File: src/rtl/axi_lite_loop_top.sv
// AXI4-Lite loop: a self-starting AXI-Lite master repeatedly runs single-beat
// transactions against an AXI-Lite slave backed by a small register memory.
// The slave memory resets to mem[k] = k; out-of-range addresses answer DECERR.

// ---------------------------------------------------------------------------
// Master: one transaction per pass through IDLE, direction chosen by i_wr.
// ---------------------------------------------------------------------------
module axi_lite_master #(
    parameter int unsigned ADDR_W = 32,
    parameter int unsigned DATA_W = 32
) (
    input  logic              m_axi_aclk,
    input  logic              m_axi_aresetn,
    input  logic [ADDR_W-1:0] i_addrin,
    input  logic              i_wr,
    output logic [DATA_W-1:0] o_rdata,
    output logic [1:0]        o_resp,
    // Write address channel
    output logic              m_axi_awvalid,
    input  logic              m_axi_awready,
    output logic [ADDR_W-1:0] m_axi_awaddr,
    // Write data channel
    output logic              m_axi_wvalid,
    input  logic              m_axi_wready,
    output logic [DATA_W-1:0] m_axi_wdata,
    // Write response channel
    input  logic              m_axi_bvalid,
    output logic              m_axi_bready,
    input  logic [1:0]        m_axi_bresp,
    // Read address channel
    output logic              m_axi_arvalid,
    input  logic              m_axi_arready,
    output logic [ADDR_W-1:0] m_axi_araddr,
    // Read data channel
    input  logic              m_axi_rvalid,
    output logic              m_axi_rready,
    input  logic [DATA_W-1:0] m_axi_rdata,
    input  logic [1:0]        m_axi_rresp
);

    typedef enum logic [2:0] {
        StIdle,
        StRdAddr,
        StRdData,
        StWrAddr,
        StWrResp
    } state_t;

    state_t state;

    logic aw_ok;
    logic w_ok;

    // A write channel is finished once its valid has dropped or is being accepted now.
    always_comb begin
        aw_ok = !m_axi_awvalid || m_axi_awready;
        w_ok  = !m_axi_wvalid || m_axi_wready;
    end

    // Master FSM with all AXI outputs registered.
    always_ff @(posedge m_axi_aclk or negedge m_axi_aresetn) begin
        if (!m_axi_aresetn) begin
            state         <= StIdle;
            o_rdata       <= '0;
            o_resp        <= 2'b00;
            m_axi_awvalid <= 1'b0;
            m_axi_awaddr  <= '0;
            m_axi_wvalid  <= 1'b0;
            m_axi_wdata   <= '0;
            m_axi_bready  <= 1'b0;
            m_axi_arvalid <= 1'b0;
            m_axi_araddr  <= '0;
            m_axi_rready  <= 1'b0;
        end else begin
            unique case (state)
                StIdle: begin
                    // Address and direction are only sampled here.
                    if (i_wr) begin
                        m_axi_awaddr  <= i_addrin;
                        m_axi_wdata   <= DATA_W'(i_addrin) << 1;
                        m_axi_awvalid <= 1'b1;
                        m_axi_wvalid  <= 1'b1;
                        state         <= StWrAddr;
                    end else begin
                        m_axi_araddr  <= i_addrin;
                        m_axi_arvalid <= 1'b1;
                        state         <= StRdAddr;
                    end
                end
                StRdAddr: begin
                    if (m_axi_arvalid && m_axi_arready) begin
                        m_axi_arvalid <= 1'b0;
                        m_axi_rready  <= 1'b1;
                        state         <= StRdData;
                    end
                end
                StRdData: begin
                    if (m_axi_rvalid && m_axi_rready) begin
                        o_rdata      <= m_axi_rdata;
                        o_resp       <= m_axi_rresp;
                        m_axi_rready <= 1'b0;
                        state        <= StIdle;
                    end
                end
                StWrAddr: begin
                    if (m_axi_awvalid && m_axi_awready) begin
                        m_axi_awvalid <= 1'b0;
                    end
                    if (m_axi_wvalid && m_axi_wready) begin
                        m_axi_wvalid <= 1'b0;
                    end
                    if (aw_ok && w_ok) begin
                        m_axi_bready <= 1'b1;
                        state        <= StWrResp;
                    end
                end
                StWrResp: begin
                    if (m_axi_bvalid && m_axi_bready) begin
                        o_resp       <= m_axi_bresp;
                        m_axi_bready <= 1'b0;
                        state        <= StIdle;
                    end
                end
                default: state <= StIdle;
            endcase
        end
    end

endmodule

// ---------------------------------------------------------------------------
// Slave: registered ready pulses, DEPTH-word memory, DECERR above DEPTH-1.
// ---------------------------------------------------------------------------
module axi_lite_slave #(
    parameter int unsigned ADDR_W = 32,
    parameter int unsigned DATA_W = 32,
    parameter int unsigned DEPTH  = 16
) (
    input  logic              s_axi_aclk,
    input  logic              s_axi_aresetn,
    input  logic              s_axi_awvalid,
    output logic              s_axi_awready,
    input  logic [ADDR_W-1:0] s_axi_awaddr,
    input  logic              s_axi_wvalid,
    output logic              s_axi_wready,
    input  logic [DATA_W-1:0] s_axi_wdata,
    output logic              s_axi_bvalid,
    input  logic              s_axi_bready,
    output logic [1:0]        s_axi_bresp,
    input  logic              s_axi_arvalid,
    output logic              s_axi_arready,
    input  logic [ADDR_W-1:0] s_axi_araddr,
    output logic              s_axi_rvalid,
    input  logic              s_axi_rready,
    output logic [DATA_W-1:0] s_axi_rdata,
    output logic [1:0]        s_axi_rresp
);

    localparam int unsigned IdxW = (DEPTH > 1) ? $clog2(DEPTH) : 1;
    localparam logic [1:0] RespOkay   = 2'b00;
    localparam logic [1:0] RespDecerr = 2'b11;

    logic [DATA_W-1:0] mem [DEPTH];

    logic [ADDR_W-1:0] aw_addr_q;
    logic              aw_done;
    logic [DATA_W-1:0] w_data_q;
    logic              w_done;

    logic rd_hit;
    logic wr_hit;

    // Address decode for both directions.
    always_comb begin
        rd_hit = s_axi_araddr < ADDR_W'(DEPTH);
        wr_hit = aw_addr_q < ADDR_W'(DEPTH);
    end

    // Read channel: one-cycle arready pulse, rvalid held until rready.
    always_ff @(posedge s_axi_aclk or negedge s_axi_aresetn) begin
        if (!s_axi_aresetn) begin
            s_axi_arready <= 1'b0;
            s_axi_rvalid  <= 1'b0;
            s_axi_rdata   <= '0;
            s_axi_rresp   <= RespOkay;
        end else begin
            s_axi_arready <= s_axi_arvalid && !s_axi_arready && !s_axi_rvalid;
            if (s_axi_arvalid && s_axi_arready) begin
                s_axi_rvalid <= 1'b1;
                if (rd_hit) begin
                    s_axi_rdata <= mem[s_axi_araddr[IdxW-1:0]];
                    s_axi_rresp <= RespOkay;
                end else begin
                    s_axi_rdata <= '0;
                    s_axi_rresp <= RespDecerr;
                end
            end else if (s_axi_rvalid && s_axi_rready) begin
                s_axi_rvalid <= 1'b0;
            end
        end
    end

    // Write channel: independent aw/w acceptance, commit once both are held.
    always_ff @(posedge s_axi_aclk or negedge s_axi_aresetn) begin
        if (!s_axi_aresetn) begin
            s_axi_awready <= 1'b0;
            s_axi_wready  <= 1'b0;
            s_axi_bvalid  <= 1'b0;
            s_axi_bresp   <= RespOkay;
            aw_addr_q     <= '0;
            aw_done       <= 1'b0;
            w_data_q      <= '0;
            w_done        <= 1'b0;
            for (int unsigned k = 0; k < DEPTH; k++) begin
                mem[k] <= DATA_W'(k);
            end
        end else begin
            // No new acceptance while a response is still outstanding.
            s_axi_awready <= s_axi_awvalid && !s_axi_awready && !aw_done && !s_axi_bvalid;
            s_axi_wready  <= s_axi_wvalid && !s_axi_wready && !w_done && !s_axi_bvalid;
            if (s_axi_awvalid && s_axi_awready) begin
                aw_addr_q <= s_axi_awaddr;
                aw_done   <= 1'b1;
            end
            if (s_axi_wvalid && s_axi_wready) begin
                w_data_q <= s_axi_wdata;
                w_done   <= 1'b1;
            end
            if (aw_done && w_done) begin
                aw_done      <= 1'b0;
                w_done       <= 1'b0;
                s_axi_bvalid <= 1'b1;
                if (wr_hit) begin
                    mem[aw_addr_q[IdxW-1:0]] <= w_data_q;
                    s_axi_bresp              <= RespOkay;
                end else begin
                    s_axi_bresp <= RespDecerr;
                end
            end else if (s_axi_bvalid && s_axi_bready) begin
                s_axi_bvalid <= 1'b0;
            end
        end
    end

endmodule

// ---------------------------------------------------------------------------
// Top: master mdut wired point-to-point to the slave.
// ---------------------------------------------------------------------------
module axi_lite_loop_top #(
    parameter int unsigned ADDR_W = 32,
    parameter int unsigned DATA_W = 32,
    parameter int unsigned DEPTH  = 16
) (
    input  logic              m_axi_aclk,
    input  logic              m_axi_aresetn,
    input  logic [ADDR_W-1:0] i_addrin,
    input  logic              i_wr,
    output logic [DATA_W-1:0] o_rdata,
    output logic [1:0]        o_resp
);

    logic              awvalid;
    logic              awready;
    logic [ADDR_W-1:0] awaddr;
    logic              wvalid;
    logic              wready;
    logic [DATA_W-1:0] wdata;
    logic              bvalid;
    logic              bready;
    logic [1:0]        bresp;
    logic              arvalid;
    logic              arready;
    logic [ADDR_W-1:0] araddr;
    logic              rvalid;
    logic              rready;
    logic [DATA_W-1:0] rdata;
    logic [1:0]        rresp;

    axi_lite_master #(
        .ADDR_W(ADDR_W),
        .DATA_W(DATA_W)
    ) mdut (
        .m_axi_aclk   (m_axi_aclk),
        .m_axi_aresetn(m_axi_aresetn),
        .i_addrin     (i_addrin),
        .i_wr         (i_wr),
        .o_rdata      (o_rdata),
        .o_resp       (o_resp),
        .m_axi_awvalid(awvalid),
        .m_axi_awready(awready),
        .m_axi_awaddr (awaddr),
        .m_axi_wvalid (wvalid),
        .m_axi_wready (wready),
        .m_axi_wdata  (wdata),
        .m_axi_bvalid (bvalid),
        .m_axi_bready (bready),
        .m_axi_bresp  (bresp),
        .m_axi_arvalid(arvalid),
        .m_axi_arready(arready),
        .m_axi_araddr (araddr),
        .m_axi_rvalid (rvalid),
        .m_axi_rready (rready),
        .m_axi_rdata  (rdata),
        .m_axi_rresp  (rresp)
    );

    axi_lite_slave #(
        .ADDR_W(ADDR_W),
        .DATA_W(DATA_W),
        .DEPTH (DEPTH)
    ) sdut (
        .s_axi_aclk   (m_axi_aclk),
        .s_axi_aresetn(m_axi_aresetn),
        .s_axi_awvalid(awvalid),
        .s_axi_awready(awready),
        .s_axi_awaddr (awaddr),
        .s_axi_wvalid (wvalid),
        .s_axi_wready (wready),
        .s_axi_wdata  (wdata),
        .s_axi_bvalid (bvalid),
        .s_axi_bready (bready),
        .s_axi_bresp  (bresp),
        .s_axi_arvalid(arvalid),
        .s_axi_arready(arready),
        .s_axi_araddr (araddr),
        .s_axi_rvalid (rvalid),
        .s_axi_rready (rready),
        .s_axi_rdata  (rdata),
        .s_axi_rresp  (rresp)
    );

endmodule

File: config.mk
export PLATFORM = sky130hd
export DESIGN_NAME = axi_lite_loop_top
export DESIGN_NICKNAME = d
export VERILOG_FILES = /design/src/rtl/axi_lite_loop_top.sv
export SDC_FILE = /design/constraint.sdc
export NUM_CORES = 1
export LEC_CHECK = 0
export ABC_CLOCK_PERIOD_IN_PS = 3800
export CAP_MARGIN = 20
export CORE_MARGIN = 10
export CORE_UTILIZATION = 60
export DETAILED_ROUTE_END_ITERATION = 12
export GPL_TIMING_DRIVEN = 0
export PLACE_DENSITY_LB_ADDON = 0.25
export SYNTH_ARGS = -nofsm -noshare
export SYNTH_HDL_FRONTEND = slang
export SYNTH_SLANG_ARGS = --single-unit
File: constraint.sdc
create_clock -name m_axi_aclk -period 3.8 [get_ports m_axi_aclk]
set_input_delay 0.57 -clock m_axi_aclk [delete_from_list [all_inputs] [get_ports m_axi_aclk]]
set_output_delay 0.57 -clock m_axi_aclk [all_outputs]
set_load 0.005 [all_outputs]
# Yosys cells after proc, flatten, opt, wreduce, memory -nomap -nowiden
# Cells that the tools add are included.
# classes
bitwise_logic	3
shifts	0
order_cmp	5
n_mul	0
n_mux	38
reduce_logical	48
eq_ne	12
div_mod_pow	0
add_sub_neg	0
# op_table
operator	count
512-bit bitwise mux	1
32-bit binary-select mux with 4-bit select	1
32-bit demux with 4-bit select	1
32-bit two-way mux	4
32-bit by 5-bit < comparator with 1-bit output, second input constant	2
3-bit AND reduction	6
2-bit nonzero test	9
1-bit logical AND	16
1-bit two-way mux	15
3-bit one-hot mux with 5 select lines	1
3-bit two-way mux	4
2-bit by 1-bit != test with 1-bit output, second input constant	6
5-bit >= comparator, second input constant	2
2-bit two-way mux	5
4-bit NOT with 5-bit output	2
1-bit one-hot mux with 2 select lines	5
1-bit logical NOT	9
2-bit AND reduction	4
3-bit by 2-bit == test with 1-bit output, second input constant	2
5-bit by 1-bit < comparator with 1-bit output, second input constant	1
2-bit != test, second input constant	2
2-bit one-hot mux with 2 select lines	1
4-bit AND reduction	1
3-bit by 1-bit == test with 1-bit output, second input constant	1
4 further kinds	5
# totals
memories	0
in_bits	35
latch_bits	0
output_inout_bits	34
ramBits	0
regBits	755
mem_bits_ro	0
word_cells	145

# Longest topological paths before layout
# Gate-level depths: netlist of run 1.
# depth
ltp_word	6
depth_mapped	8

# Hierarchy
# Synthesis of run 1 repeated with hierarchy kept, for this count alone.
# unflattened
cells_unflattened	2162
hier_area_um2	32018.2
# by_module_without_submodules
module	n_inst	cells_each	area_per_inst_um2
axi_lite_slave	1	1868	27602.7
axi_lite_master	1	294	4415.5

# Worst setup path before layout of run 1
# No wires, ideal clock.
# synth_path
kind	flip-flop to flip-flop
start	register sdut.aw_addr_q[26]
end	register sdut.mem[101] (netlist name)
n_path_buf	2
t_arrival_ns	2.209
stages_incl_launch_ff	7
slack_ns	1.463
synth_period_minus_slack_ns	2.337
setup_time_ns	0.128
path_cell_list	dfrtp_1 nor4_2 nand4_4 buf_2 nor4_2 buf_4 mux2_1
# synth_via
elab_chain_cells	2
# synth_rtl
item	line	rtl
from (decl)	165	logic [ADDR_W-1:0] aw_addr_q;
from (signal assigned)	222	aw_addr_q <= s_axi_awaddr;
32-bit by 5-bit < comparator with 1-bit output	176	wr_hit = aw_addr_q < ADDR_W'(DEPTH);
2-bit AND reduction (no line)	-	
to (signal, indexed assignment)	215	mem[k] <= DATA_W'(k);
to (signal, indexed assignment)	234	mem[aw_addr_q[IdxW-1:0]] <= w_data_q;
to (decl)	163	logic [DATA_W-1:0] mem [DEPTH];
# Every way passes these cells.
# A chain may end at the register's enable or synchronous reset.

# Worst setup path in the final report of run 1
# layout_path
start	register sdut.aw_addr_q[18]
end	register sdut.mem[36] (netlist name)
# The elaborated chain is that of the path after synthesis.

==> reports/metrics.yaml, run 1 <==
core.rowCount: 83
synth.distinct_cells: 41
syn_to_final_growth_pct: 13.3
wl_met2_um: 37800
dpl_cell_area_mm2: 0.0330
cp_cell_sequence: "nor4_1, nand3_1, buf_2, nor4_2, buf_2, mux2_2"
maxCapViolations: 0
fmaxAchievable_ghz: 0.285
highest_layer: "met5"
netlist_instances: 2105
cp_top_family: "simple AND/OR/NAND/NOR gates"
p_total_uw: 21800
skew_ps: 37.1
seq_area_frac_synth_pct: 57.1
cts-root-buf: "clkbuf_16"
yosys_warnings: 0
rsz0062_at_grt: "no"
hold_class: "in -> async"
clk_path_buf_depth: 3
first_iter_violations: 1615
finish.net_count: 2292
grt_max_degree: 129
switching_share_pct: 32.8
finalCritPeriodShare_pct: 92.3
core_area_mm2: 0.0515
wl_met3_um: 5630
grt_pass1_vias: 20100
cp.arrival_ps: 3980
num_vias: 19000
crit_path_end_kind: "flip-flop"
yosysMostFrequentCell: "dfrtp_1"
drc: 0
startpoint_type: "flip-flop"
drive_above_1_share_pct: 34.2
cts_tree: "done"
gr-total-overflow: 0
groute.usage.overall_pct: 25.3
yosys.area.top_type_share_pct: 54.4
crit_top_cell: "buf_2"
synth_fp_nets: 2140
grt_pass1_wl_um: 121000
io_pins: 69
setup_viol: 0
synth_area_per_cell_um2: 14.9
clock_latency_ps: 630
outcome: "finished, final reports clean"
async_flop_share_pct: 100
layout_setup_ws_ps: 293
m1WireLength_um: 33400
synth-edff-count: 0
worst-slew-pin-transition_ps: 1110
port_buffers: 68
synth-seq-cells: 713
r2r_cells: 6
vias_per_cell: 6.34
drtAntennaViolNets: 0
pre_cts_slack_ps: 341
period_minus_slack_ps: 3510
cts-buffers-inserted: 73
hold_violations: 0
critPathMaxStageDelay_ps: 720
power.switching_uw: 7130
start_util_pct: 60.8
netlist_area_mm2: 0.0313
cts_sinks: 713
powerDensity_mw_per_mm2: 613
die_y_um: 248
synth.area.top_cells: "dfrtp_1 (54%), mux2_2 (17%), mux2_1 (6.1%), mux4_2 (4.6%), mux2i_1 (4.2%)"
dp.cells: 2860
combPwrFrac_pct: 23.4
cts_setup_buffers: 0
p_leak_uw: 0.0167
dieArea_mm2: 0.0617
dp_hpwl_um: 54800
finalMaxSlewViolations: 0
critPathBufInv: 2
stdcell_count: 2994
path_class: "reg -> reg"
antenna_found_initial: 1
clock_power_share_pct: 33.7
dr.pass1.iters: 5
place.gp.congestion: 0.901
final_cell_area_mm2: 0.0355
internal_power_uw: 14600
fin_tns_setup_ps: 0
antenna_cells: 0
slowest_stage: "nor4_2"
slew_headroom_pct: 26.1
seq_power_share_pct: 42.9
yosys.area.top_type: "dfrtp_1"
cp_max_fo: 10
routedWlPerCell_um: 26.5
path_clk_slew_ps: 60
wirelength_um: 79200
ir_drop_mv: 0.483
cp.depth: 6
htreeDepth: 3
synthFlopType: "dfrtp_1"
cp.required_ps: 4280
die_w_um: 248
synth_common_cells: "dfrtp_1 (681), mux2_2 (484), mux2_1 (169)"
==> path summary, 6_finish.rpt <==
path / start / to / slack (ps)
worst max-delay path: sdut.aw_addr_q[18] / sdut.mem[36] / 290
max in group asynchronous: m_axi_aresetn / sdut.mem[463] / 1340
min in group m_axi_aclk: sdut.mem[296] / sdut.mem[296] / 480
worst max register to register: sdut.aw_addr_q[18] / sdut.mem[36] / 290
worst min-delay path: m_axi_aresetn / sdut.mem[346] / 460
worst min register to register: sdut.mem[296] / sdut.mem[296] / 480
==> what timing repair did <==
| item | CTS | global route |
|---|---|---|
| endpoints found under the hold margin | 42 | 0 |
| hold buffers | 1 | 0 |
| resized for setup | 0 | 0 |
==> state kept, by name, summed over array words and instances (netlist names), 3 cells and up <==
signal             count
sdut.s_axi_rdata      32
mdut.state             3
sdut.aw_addr_q        32
mdut.m_axi_araddr     32
sdut.w_data_q         31
sdut.mem             504
mdut.m_axi_awaddr     32
mdut.o_rdata          32
==> metrics by stage <==
step	utilization, %	hold slack (ps)
floorplan	-	274
global placement	63.8	461
detailed placement	64.1	471
CTS	68.9	464
global route	68.9	488
finish	68.9	456
==> per-layer routing <==
| layer | GRT usage (%) | up-vias |
|---|---|---|
| met2 | 40.5 | 639 |
| met4 | 8.39 | 2 |
| met3 | 5.95 | 162 |
| li1 | - | 8079 |
| met1 | 33.6 | 10100 |
| met5 | 0 | - |
==> area by class of cell <==
| cell class | instances | area [um^2] |
|---|---|---|
| clock buffer | 116 | 2200 |
| timing repair buffer | 77 | 873 |
| multi-input combinational | 1218 | 12700 |
| buffer | 169 | 767 |
| clock inverter | 16 | 244 |
| sequential | 713 | 17900 |
| inverter | 5 | 18.8 |
| tap | 680 | 851 |
| fill | 3531 | 16000 |
==> logic make-up after synthesis <==
| logic type | after synthesis | share of synthesized area (%) |
|---|---|---|
| and+or+nand+nor | 217 | 4.69 |
| AOI/OAI and AO/OA | 154 | 3.48 |
| muxes | 847 | 32.2 |
| DFF | 713 | 57.1 |
| buffers and inverters | 174 | 2.51 |
==> cell usage in the layout (no fill, tap or decap), types with 31 or more instances in the layout <==
cell,instances
nand2_1,49
clkbuf_1,112
o22ai_1,59
nor2b_1,70
dfstp_2,32
a2111oi_0,31
clkbuf_16,78
mux4_2,64
mux2_1,169
a211oi_1,37
dfrtp_1,681
clkdlybuf4s50_1,67
mux2i_1,130
buf_2,55
mux2_2,484
==> power groups by stage <==
stage               clock [uW]  combinational, uW  sequential, uW
finish                    7330               5090            9330
global route              7710               5370            9420
CTS                       7410               5040            9300
detailed placement           0               5000            9420
global placement             0               4830            9390
floorplan                    0               3320            8970
Power figures use the tool's default switching activity.
==> run 2: changes to the inputs <==
--- a/config.mk
+++ b/config.mk
@@ -5,7 +5,6 @@
 export SDC_FILE = /design/constraint.sdc
 export NUM_CORES = 1
 export LEC_CHECK = 0
-export ABC_CLOCK_PERIOD_IN_PS = 3800
 export CAP_MARGIN = 20
 export CORE_MARGIN = 10
 export CORE_UTILIZATION = 60
==> results of run 2 <==
The final DEF is identical to that of run 1; final timing and power are the same.
